## src/rtl/memoria_display_pkg.sv

```systemverilog
// rtl/memoria_display_pkg.sv - segment bit indices and active-high seven-segment glyphs
package memoria_display_pkg;

  localparam int SEG_A  = 0;
  localparam int SEG_B  = 1;
  localparam int SEG_C  = 2;
  localparam int SEG_D  = 3;
  localparam int SEG_E  = 4;
  localparam int SEG_F  = 5;
  localparam int SEG_G  = 6;
  localparam int SEG_DP = 7;

  // Bits are gfedcba, active high.
  localparam logic [6:0] GLYPH_0     = 7'h3F;
  localparam logic [6:0] GLYPH_1     = 7'h06;
  localparam logic [6:0] GLYPH_2     = 7'h5B;
  localparam logic [6:0] GLYPH_3     = 7'h4F;
  localparam logic [6:0] GLYPH_4     = 7'h66;
  localparam logic [6:0] GLYPH_5     = 7'h6D;
  localparam logic [6:0] GLYPH_6     = 7'h7D;
  localparam logic [6:0] GLYPH_7     = 7'h07;
  localparam logic [6:0] GLYPH_8     = 7'h7F;
  localparam logic [6:0] GLYPH_9     = 7'h6F;
  localparam logic [6:0] GLYPH_A     = 7'h77;
  localparam logic [6:0] GLYPH_B     = 7'h7C;
  localparam logic [6:0] GLYPH_C     = 7'h39;
  localparam logic [6:0] GLYPH_D     = 7'h5E;
  localparam logic [6:0] GLYPH_E     = 7'h79;
  localparam logic [6:0] GLYPH_F     = 7'h71;
  localparam logic [6:0] GLYPH_BLANK = 7'h00;

endpackage

```

## src/rtl/memoria_display_if.sv

```systemverilog
// rtl/memoria_display_if.sv - digit/decimal-point request and segment drive bundle
interface memoria_display_if;

  logic [3:0] numero;
  logic       punto;
  logic [7:0] controles_display;

  modport master (output numero, output punto, input controles_display);
  modport slave  (input numero, input punto, output controles_display);

endinterface

```

## src/rtl/memoria_display_rom.sv

```systemverilog
// rtl/memoria_display_rom.sv - digit to glyph lookup; MEMORIA_DISPLAY_HEX_EN enables A-F glyphs
module memoria_display_rom
  import memoria_display_pkg::*;
(
  input  logic [3:0] numero,
  output logic [6:0] glyph,
  output logic       blank
);

  always_comb begin
    glyph = GLYPH_BLANK;
    blank = 1'b0;
    case (numero)
      4'd0:  glyph = GLYPH_0;
      4'd1:  glyph = GLYPH_1;
      4'd2:  glyph = GLYPH_2;
      4'd3:  glyph = GLYPH_3;
      4'd4:  glyph = GLYPH_4;
      4'd5:  glyph = GLYPH_5;
      4'd6:  glyph = GLYPH_6;
      4'd7:  glyph = GLYPH_7;
      4'd8:  glyph = GLYPH_8;
      4'd9:  glyph = GLYPH_9;
`ifdef MEMORIA_DISPLAY_HEX_EN
      4'd10: glyph = GLYPH_A;
      4'd11: glyph = GLYPH_B;
      4'd12: glyph = GLYPH_C;
      4'd13: glyph = GLYPH_D;
      4'd14: glyph = GLYPH_E;
      4'd15: glyph = GLYPH_F;
`endif
      // Without hex support, 10-15 blank the whole digit including dp.
      default: blank = 1'b1;
    endcase
  end

endmodule

```

## src/rtl/memoria_display.sv

```systemverilog
// rtl/memoria_display.sv - registered seven-segment drive with dp and polarity; hex via MEMORIA_DISPLAY_HEX_EN
module memoria_display
  import memoria_display_pkg::*;
#(
  parameter bit ACTIVE_LOW = 1'b1
) (
  input  logic               CLK,
  input  logic               RST,
  memoria_display_if.slave   disp
);

  localparam logic [7:0] SEG_OFF = {8{ACTIVE_LOW}};

  logic [6:0] glyph;
  logic       blank;
  logic [7:0] pattern_hi;
  logic [7:0] pattern;
  logic [7:0] controles_q;

  memoria_display_rom u_rom (
    .numero (disp.numero),
    .glyph  (glyph),
    .blank  (blank)
  );

  always_comb begin
    pattern_hi = 8'h00;
    if (!blank) begin
      pattern_hi[6:0]    = glyph;
      pattern_hi[SEG_DP] = disp.punto;
    end
    pattern = ACTIVE_LOW ? ~pattern_hi : pattern_hi;
  end

  always_ff @(posedge CLK) begin
    if (RST) begin
      controles_q <= SEG_OFF;
    end else begin
      controles_q <= pattern;
    end
  end

  assign disp.controles_display = controles_q;

endmodule

```

## src/flat_wrapper.sv

```systemverilog
// flat-port wrapper written by rule: the top's interface ports become plain ports
module memoria_display_flat import memoria_display_pkg::*;
#(
  parameter bit ACTIVE_LOW = 1'b1
)
  (CLK, RST, disp_numero, disp_punto, disp_controles_display);
  memoria_display_if disp_i ();
  input  logic CLK;
  input  logic RST;
  input wire logic [$bits(disp_i.numero)-1:0] disp_numero;
  input wire logic [$bits(disp_i.punto)-1:0] disp_punto;
  output wire logic [$bits(disp_i.controles_display)-1:0] disp_controles_display;
  assign disp_i.numero = disp_numero;
  assign disp_i.punto = disp_punto;
  assign disp_controles_display = disp_i.controles_display;
  memoria_display #(.ACTIVE_LOW(ACTIVE_LOW)) u_core (.CLK(CLK), .RST(RST), .disp(disp_i));
endmodule
```

## config.mk

```make
export PLATFORM = sky130hd
export DESIGN_NAME = memoria_display_flat
export DESIGN_NICKNAME = d
export VERILOG_FILES = /design/src/rtl/memoria_display_pkg.sv /design/src/rtl/memoria_display_if.sv /design/src/rtl/memoria_display_rom.sv /design/src/rtl/memoria_display.sv /design/src/flat_wrapper.sv
export SDC_FILE = /design/constraint.sdc
export NUM_CORES = 1
export LEC_CHECK = 0
export ABC_CLOCK_PERIOD_IN_PS = 1990
export BUFFER_PORTS_ARGS = -buffer_cell sky130_fd_sc_hd__buf_4
export CORE_AREA = 2 2 39 41
export CTS_BUF_LIST = sky130_fd_sc_hd__clkbuf_4
export DETAILED_ROUTE_END_ITERATION = 10
export DIE_AREA = 0 0 41 43
export SLEW_MARGIN = 20
export SYNTH_ARGS = -nofsm -noshare
export SYNTH_HDL_FRONTEND = slang
export SYNTH_SLANG_ARGS = --single-unit
```

## constraint.sdc

```tcl
create_clock -name CLK -period 1.99 [get_ports CLK]
set_input_delay 0.0995 -clock CLK [delete_from_list [all_inputs] [get_ports CLK]]
set_output_delay 0.0995 -clock CLK [all_outputs]
set_load 0.02 [all_outputs]
```

==> results of run 1 <==
-- area by class of cell --
type	instances	share of cell area, %
clock buffers	3	4.66
flip-flops and latches	8	33.2
multi-input cells	30	35.5
inverters	1	0.777
repair buffers	14	21.8
well taps	16	4.15
-- through the flow --
stage                     util, %  cell area (um2)  hold WS, ps
final                        34.9              483         52.7
after CTS                    34.9              483         49.8
after floorplan                 -              374          186
after global routing         34.9              483         58.5
after global placement       33.3              460          301
after detailed placement     33.3              460          308
-- layer usage --
metal  share of wire, %  track usage (%)  routed length, um
met1                 48             13.1                321
met2                 41             8.75                273
met3                8.1             1.57                 54
met4                2.3             8.00                 15
met5                  0                0                  0
-- logic make-up after synthesis --
group / synth area share (%)
buffers and inverters: 11.4
DFF: 42.8
AOI/OAI and AO/OA: 24.4
and+or+nand+nor: 21.4
-- synth_stat cells --
master,number
buf_6,3
or3b_1,1
o211ai_1,1
nor2_1,5
buf_2,1
nand3b_1,1
and2b_2,1
o21bai_1,1
dfxtp_1,8
a21oi_2,1
nand3_1,1
o32ai_1,1
o22ai_1,1
and2_0,1
o21a_1,1
nand2_1,2
nor3_1,1
a21oi_1,5
o21ai_0,4
inv_1,1
nand2b_1,2
-- cells in the final DEF (no fill, tap or decap) --
| master | netlist | final |
|---|---|---|
| a21oi_2 | 1 | 1 |
| nand2b_1 | 2 | 2 |
| dfxtp_1 | 8 | 8 |
| and2_0 | 1 | 1 |
| nand3_1 | 1 | 1 |
| o211ai_1 | 1 | 1 |
| o21ai_0 | 4 | 4 |
| or3b_1 | 1 | 1 |
| o21bai_1 | 1 | 1 |
| buf_4 | 0 | 14 |
| nand3b_1 | 1 | 1 |
| nor3_1 | 1 | 1 |
| a21oi_1 | 5 | 5 |
| and2b_2 | 1 | 1 |
| clkbuf_4 | 0 | 3 |
| nor2_1 | 5 | 5 |
| o32ai_1 | 1 | 1 |
| nand2_1 | 2 | 2 |
| inv_1 | 1 | 1 |
| o22ai_1 | 1 | 1 |
| o21a_1 | 1 | 1 |
-- power by group --
group          switching, uW  internal, uW
Combinational           41.3          34.1
Sequential              2.27           171
Clock                   44.3          68.3
Total                   87.9           274
-- how the worst min path moves through the flow --
stage	cells after the start	end	startpoint	slack [ps]
after global routing	2	u_core.disp.controles_display[7]$_SDFF_PP1_	disp_punto	60
after CTS	2	u_core.disp.controles_display[7]$_SDFF_PP1_	disp_punto	50
after detailed placement	2	u_core.disp.controles_display[7]$_SDFF_PP1_	disp_punto	310
after global placement	2	u_core.disp.controles_display[7]$_SDFF_PP1_	disp_punto	300
final	2	u_core.disp.controles_display[7]$_SDFF_PP1_	disp_punto	50
after floorplan	1	u_core.disp.controles_display[7]$_SDFF_PP1_	disp_punto	190
==> qor.csv, run 1 <==
metric,value,unit
leakage,0.000205,uW
drive_gt1_share,33.9,%
stdcell_count,72,
powerDensity,748,nW/um2
dp_slack,1060,ps
cts_buffers,3,
worst_pin_slew,229,ps
largest_reg_flops,8,
gr-total-overflow,0,
synth_nets,50,
synth.largest_area_cell,dfxtp_1,
dpl.cell_count,69,
htreeDepth,1,
grt_max_degree,16,
antenna_found_initial,0,
crit_type,reg2out,
setup.worst_path.start,u_core.disp.controles_display[1]$_SDFF_PP1_,
fin_setup_tns,0,ps
period_share,39.1,%
worstSetupStartpointType,flip-flop,
ant_nets,0,
design.core.area,1380,um2
clk_pin_slew,50,ps
numPortBuffers,14,
total_power,361,uW
diodes,0,
synth_top_area_share,42.8,%
vias_per_cell,4.61,
postCtsSetupBuffers,0,
vias,332,
fmax,1290,MHz
cts_sinks,8,
fin_crit,777,ps
ios,15,
crit_cells,1,
cpMaxStageDelayCell,dfxtp_1,
hold_viol,0,
rsz0062_at_grt,no,
grt_pass1_vias,231,
dr.first_iter.drc_count,0,
cts-root-buf,clkbuf_4,
crit_end,disp_controles_display[1],
syn_avg_cell_area,8.70,um2
crit_required,1890,ps
netlist_instances,43,
maxCapViolations,0,
drt-total-wl,664,um
holdBufCountCts,0,
drv_slew,0,
grt_pass1_wl,986,um
dieArea,1760,um2
cts.repair.resized,0,
initial_core_util,27.0,%
gp_congestion,0.730,
die_w,41,um
cp.arrival,680,ps
fin_ws,1210,ps
synth_cell_types,21,
layout.nets,65,
cts_tree,yes,
rows,14,
hold_class,in2reg,
endpoint_kind,primary output,
ys_ff_latch,8,
synthTopCellsByArea,"dfxtp_1 (43%), buf_6 (9.0%), a21oi_1 (6.7%), o21ai_0 (5.4%), nor2_1 (5.0%)",
crit_path_max_fanout,1,
critPathMaxStageDelay,290,ps
multi_input_area,171,um2
crit_chain,buf_4,
status,"finished, final reports clean",
max-clock-path-buffers,2,
area_delta_synth_final,29.1,%
critPathTopFamily,flip-flops,
detailed_place_hpwl,495,um
die_y,43,um
dr.pass1.iters,1,
synth.yosys.seq_area_share,42.8,%
register_area,160,um2
setup_violations,0,
relSlewSlack,84.7,%
grt_usage,8.43,%
route.detailed.drc,0,
n_fill_cell,152,
yosysWarnings,0,
synth_area,374,um2
ir_drop,0.158,mV
cp_num_buf_inv,1,
wl_per_cell,9.22,um
(Power assumes the default switching activity.)
==> run 2, diff against run 1 <==
ABC_AREA = 1   (was not set)
ABC_CLOCK_PERIOD_IN_PS = 800   (was 1990)
clock period = 0.8 ns   (was 1.99 ns; I/O delays follow)
==> run 2 against run 1 <==
Net effect:
- global-route usage increased by 1.2 points
- critical path type unchanged
- setup slack got worse by 1100 ps
- combinational power up 150%
- sequential cell count did not move
==> qor.csv, run 2 <==
metric,value,unit,change
status,"finished, final reports clean",,unchanged
grt_usage,9.67,%,was 8.43%
ant_nets,0,,unchanged
crit_path_max_fanout,1,,unchanged
antenna_found_initial,0,,unchanged
critPathTopFamily,flip-flops,,unchanged
dieArea,1760,um2,unchanged
drv_slew,0,,unchanged
fin_crit,727,ps,
n_fill_cell,152,,unchanged
stdcell_count,82,,was 72
synth.largest_area_cell,dfxtp_1,,unchanged
synth_top_area_share,49.6,%,was 42.8%
max-clock-path-buffers,2,,unchanged
route.detailed.drc,0,,unchanged
syn_avg_cell_area,6.87,um2,was 8.70 um2
wl_per_cell,7.49,um,was 9.22 um
die_w,41,um,unchanged
powerDensity,1860,nW/um2,was 748 nW/um2
largest_reg_flops,8,,unchanged
crit_type,reg2out,,unchanged
dr.first_iter.drc_count,3,,was 0
crit_cells,1,,unchanged
drt-total-wl,614,um,was 664 um
crit_required,760,ps,was 1890 ps
initial_core_util,23.3,%,was 27.0%
crit_chain,buf_4,,unchanged
synth_area,323,um2,was 374 um2
htreeDepth,1,,unchanged
grt_pass1_vias,289,,was 231
cpMaxStageDelayCell,dfxtp_1,,unchanged
cts.repair.resized,0,,unchanged
netlist_instances,47,,was 43
grt_pass1_wl,1.07,mm,was 986 um
hold_viol,0,,unchanged
ys.flop_type,dfxtp_1,,unchanged
dr.pass1.iters,4,,was 1
layout_common_cells,"nand2_1 (22), buf_4 (15), dfxtp_1 (8)",,"was buf_4 (14), dfxtp_1 (8), a21oi_1 (5), nor2_1 (5), o21ai_0 (4)"
synth_common_cells,"nand2_1 (22), dfxtp_1 (8), nor2_1 (5)",,"was dfxtp_1 (8), a21oi_1 (5), nor2_1 (5)"
vias_per_cell,4.17,,was 4.61
period_share,90.9,%,
synth_nets,54,,was 50
vias,342,,was 332
dpl.cell_count,78,,was 69
leakage,0.000263,uW,was 0.000205 uW
setup_violations,0,,unchanged
synth_edf_count,0,,unchanged
worst_pin_slew,217,ps,was 229 ps
relSlewSlack,85.5,%,was 84.7%
maxCapViolations,0,,unchanged
cts_buffers,3,,unchanged
rows,14,,unchanged
gr-total-overflow,0,,unchanged
layout_commonest_cell,nand2_1,,was buf_4
cts_tree,yes,,unchanged
worstSetupStartpointType,flip-flop,,unchanged
whs_endpoint,u_core.disp.controles_display[2]$_SDFF_PP1_,,was u_core.disp.controles_display[7]$_SDFF_PP1_
numPortBuffers,14,,unchanged
gp_congestion,0.781,,was 0.730
fin_setup_tns,0,ps,unchanged
async_reset_ff_share,0,%,unchanged
ir_drop,0.658,mV,was 0.158 mV
total_power,910,uW,was 361 uW
cts_sinks,8,,unchanged
critPathMaxStageDelay,290,ps,about the same
fmax,1380,MHz,
endpoint_kind,primary output,,unchanged
ios,15,,unchanged
ys_ff_latch,8,,unchanged
diodes,0,,unchanged
synth_cell_types,10,,was 21
die_y,43,um,unchanged
yosysWarnings,0,,unchanged
drive_gt1_share,34.8,%,was 33.9%
synthTopCellsByArea,"dfxtp_1 (50%), nand2_1 (26%), nor2_1 (5.8%), inv_1 (4.7%), nor2_2 (3.9%)",,"was dfxtp_1 (43%), buf_6 (9.0%), a21oi_1 (6.7%), o21ai_0 (5.4%), nor2_1 (5.0%)"
area_delta_synth_final,51.2,%,was 29.1%
worstHoldStart,RST,,was disp_punto
grt_max_degree,6,,was 16
design.core.area,1380,um2,unchanged
detailed_place_hpwl,505,um,was 495 um
cts-root-buf,clkbuf_4,,unchanged
hold_class,in2reg,,unchanged
cp.arrival,690,ps,was 680 ps
yosys.cell_count.top_type,nand2_1,,was dfxtp_1
rsz0062_at_grt,no,,unchanged
clk_pin_slew,50,ps,about the same
cp_num_buf_inv,1,,unchanged
synth.yosys.seq_area_share,49.6,%,was 42.8%
hold_depth,3,,was 2
layout.nets,75,,was 65
run 2: cell types whose count changed after synthesis, sizes merged, moves of 3 or more:
cell	delta
a21oi	-4
buf	-4
o21ai	-3
inv	+5
nand2	+20
run 2: repair_timing:
action,in CTS,in global routing
endpoints found under the setup margin,0,0
buffers inserted,0,0
hold buffers,1,0
hold endpoints to repair,1,0
run 2: power breakdown:
part | total, uW | switching [uW] | internal, uW
sequential | 432 | 6.02 | 426
clock | 293 | 122 | 171
combinational | 185 | 104 | 81.4
run 2: worst max path at each step:
| stage | startpoint | to | slack (ps) |
|---|---|---|---|
| floorplan | disp_numero[2] | u_core.disp.controles_display[0]$_SDFF_PP1_ | 230 |
| global placement | disp_numero[1] | u_core.disp.controles_display[1]$_SDFF_PP1_ | -7 |
| detailed placement | disp_numero[1] | u_core.disp.controles_display[1]$_SDFF_PP1_ | 20 |
| CTS | u_core.disp.controles_display[1]$_SDFF_PP1_ | disp_controles_display[1] | 70 |
| global route | u_core.disp.controles_display[4]$_SDFF_PP1_ | disp_controles_display[4] | 40 |
| finish | u_core.disp.controles_display[1]$_SDFF_PP1_ | disp_controles_display[1] | 70 |
run 2: kinds of logic (layout without fill, tap and decap cells):
group	count (synthesis)	count (layout)	share of synthesized area, %
AOI/OAI and AO/OA	4	4	8.14
DFF	8	8	49.6
buffers and inverters	6	25	6.98
and+or+nand+nor	29	29	35.3
run 2: layout make-up:
class / instances / area (um2) / area share, %
multi-input combinational: 33 / 140 / 28.7
inverter: 6 / 22.5 / 4.62
sequential: 8 / 160 / 32.8
timing repair buffer: 16 / 123 / 25.1
tap: 16 / 20.0 / 4.10
clock buffer: 3 / 22.5 / 4.62
run 2: metal layers:
metal	GRT usage (%)	vias to the layer above	share of wire, %
li1	-	180	-
met1	10.1	144	43
met2	12.8	15	47
met3	4.71	3	7.2
met4	10.0	0	3.3
met5	0	-	0
run 2: metrics by stage:
step / cell area, um2 / worst slack [ps] / hold slack (ps) / utilization [%]
after floorplan: 323 / 232 / 109 / -
after global placement: 455 / -7.34 / 217 / 32.9
after detailed placement: 455 / 15.9 / 218 / 32.9
after CTS: 488 / 65.9 / 3.46 / 35.3
after global routing: 488 / 40.3 / 7.51 / 35.3
final: 488 / 72.8 / 4.51 / 35.3
==> run 3, diff against run 2 <==
ABC_AREA = not set   (was 1)
==> run 3 against run 2 <==
Net effect:
- via count grew 5.8%
- count of clock-buffer cells in the layout is the same
- critical path depth did not move
- sequential power about the same
- combinational power is 16% higher
- setup slack lost 4.3 ps
- utilization rose by 3.6 points
- first-iteration DRC count up 33%
- sequential share of layout area is 3.1 points lower
- wire length increased by 22%
- cell area up 10%
==> qor.csv, run 3 (synthesis gave the netlist of run 1 again) <==
metric,value,unit,change
worst_pin_slew,254,ps,was 217 ps
hold_viol,0,,unchanged
grt_use_met2,13.8,%,was 12.8%
critPathMaxStageDelay,290,ps,about the same
dr.pass1.iters,4,,unchanged
grt_use_met3,1.57,%,was 4.71%
dpl_cell_area,505,um2,was 455 um2
n_fill_cell,158,,was 152
hold_class,in2reg,,unchanged
grt_pass1_vias,309,,was 289
p_sw,242,uW,was 232 uW
seqPwrFrac,45.6,%,was 47.5%
initial_core_util,27.0,%,was 23.3%
met1_usage,12.6,%,was 10.1%
relSlewSlack,83.0,%,was 85.5%
p_comb_share,22.6,%,was 20.4%
worstSetupStartpointType,flip-flop,,unchanged
grt_pass1_wl,1.19,mm,was 1.07 mm
layout_commonest_cell,buf_4,,was nand2_1
layout_common_cells,"buf_4 (20), dfxtp_1 (8), a21oi_1 (5), nor2_1 (5), o21ai_0 (4)",,"was nand2_1 (22), buf_4 (15), dfxtp_1 (8)"
drv_slew,0,,unchanged
crit_type,reg2out,,unchanged
ant_nets,0,,unchanged
design.core.area,1380,um2,unchanged
die_w,41,um,unchanged
pwr-share-clk,31.7,%,was 32.2%
powerDensity,1760,nW/um2,was 1860 nW/um2
diodes,0,,unchanged
cts.repair.resized,0,,unchanged
fin_area,538,um2,was 488 um2
grt_max_degree,13,,was 6
vias_per_cell,4.58,,was 4.17
postCtsSetupBuffers,0,,unchanged
dr.first_iter.drc_count,4,,was 3
maxCapViolations,0,,unchanged
hold_depth,3,,unchanged
whs_endpoint,u_core.disp.controles_display[5]$_SDFF_PP1_,,was u_core.disp.controles_display[2]$_SDFF_PP1_
route.detailed.drc,0,,unchanged
cp_num_buf_inv,1,,unchanged
fin_crit,731,ps,was 727 ps
cp.arrival,690,ps,about the same
grt_usage,10.8,%,was 9.67%
period_share,91.4,%,was 90.9%
ir_drop,0.440,mV,was 0.658 mV
status,"finished, final reports clean",,unchanged
htreeDepth,1,,unchanged
drive_gt1_share,39.7,%,was 34.8%
power.internal,703,uW,was 678 uW
worstHoldStart,RST,,unchanged
cts_buffers,3,,unchanged
rsz0062_at_grt,no,,unchanged
wl_per_cell,9.52,um,was 7.49 um
largest_reg_flops,8,,unchanged
die_y,43,um,unchanged
antenna_found_initial,0,,unchanged
crit_required,760,ps,about the same
clk_pin_slew,50,ps,about the same
multi_input_area,171,um2,was 140 um2
numPortBuffers,14,,unchanged
critPathTopFamily,flip-flops,,unchanged
vias,362,,was 342
leakage,0.000238,uW,was 0.000263 uW
layout.nets,72,,was 75
rows,14,,unchanged
area_delta_synth_final,43.8,%,was 51.2%
max-clock-path-buffers,2,,unchanged
cts-root-buf,clkbuf_4,,unchanged
utilization,38.9,%,was 35.3%
p_sw_share,25.6,%,was 25.5%
endpoint_kind,primary output,,unchanged
crit_path_max_fanout,1,,unchanged
crit_chain,buf_4,,unchanged
detailed_place_hpwl,573,um,was 505 um
register_area,160,um2,unchanged
gr-total-overflow,0,,unchanged
setup_violations,0,,unchanged
gp_congestion,0.771,,was 0.781
cpMaxStageDelayCell,dfxtp_1,,unchanged
fmax,1370,MHz,was 1380 MHz
drt-total-wl,752,um,was 614 um
cts_sinks,8,,unchanged
ios,15,,unchanged
dieArea,1760,um2,unchanged
grt_busiest_layer,met4,,was met2
cts_tree,yes,,unchanged
whs,41.2,ps,was 4.51 ps
[run 3: cell types whose count changed in the layout (fill, tap and decap cells not counted), moves of 3 or more]
cell     previous run  this run
inv_1               4         1
o21ai_0             0         4
buf_4              15        20
a21oi_1             1         5
nand2_1            22         2
[run 3: layer usage]
metal  wire length (um)  vias up
met5                  0        -
met4                 31        0
met3                 49        4
met2                348       18
met1                322      152
li1                   -      188
[run 3: power by group through the flow]
stage	logic, uW	registers (uW)	clock network (uW)
6_report	214	432	300
5_1_grt	236	434	332
4_1_cts	216	432	323
3_5_place_dp	212	440	0
3_3_place_gp	210	439	0
2_1_floorplan	88.6	474	0
[run 3: how the worst max path moves through the flow]
stage / from / endpoint / slack [ps] / depth (start not counted)
after floorplan: disp_numero[0] / u_core.disp.controles_display[6]$_SDFF_PP1_ / 60 / 4
after global placement: disp_numero[3] / u_core.disp.controles_display[0]$_SDFF_PP1_ / -40 / 4
after detailed placement: disp_numero[3] / u_core.disp.controles_display[6]$_SDFF_PP1_ / -40 / 3
after CTS: u_core.disp.controles_display[5]$_SDFF_PP1_ / disp_controles_display[5] / 50 / 1
after global routing: u_core.disp.controles_display[7]$_SDFF_PP1_ / disp_controles_display[7] / 30 / 1
final: u_core.disp.controles_display[7]$_SDFF_PP1_ / disp_controles_display[7] / 70 / 1
[run 3: metrics by stage]
stage	TNS, ps	instances	total power, uW	setup slack, ps
after floorplan	0	43	563	63.4
after global placement	-64.8	75	649	-37.0
after detailed placement	-79.9	75	652	-44.4
after CTS	0	79	971	51.6
after global routing	0	79	1000	30.6
final	0	79	946	68.5
[run 3: cell type report]
| class | instances | share of cell area [%] |
|---|---|---|
| multi-input cells | 30 | 31.9 |
| flip-flops and latches | 8 | 29.8 |
| repair buffers | 21 | 29.8 |
| clock buffers | 3 | 4.19 |
| well taps | 16 | 3.72 |
| inverters | 1 | 0.698 |
[run 3: repair_timing]
item | in CTS | in global routing
hold buffers | 1 | 0
hold endpoints to repair | 1 | 0
setup endpoints to repair | 0 | 0
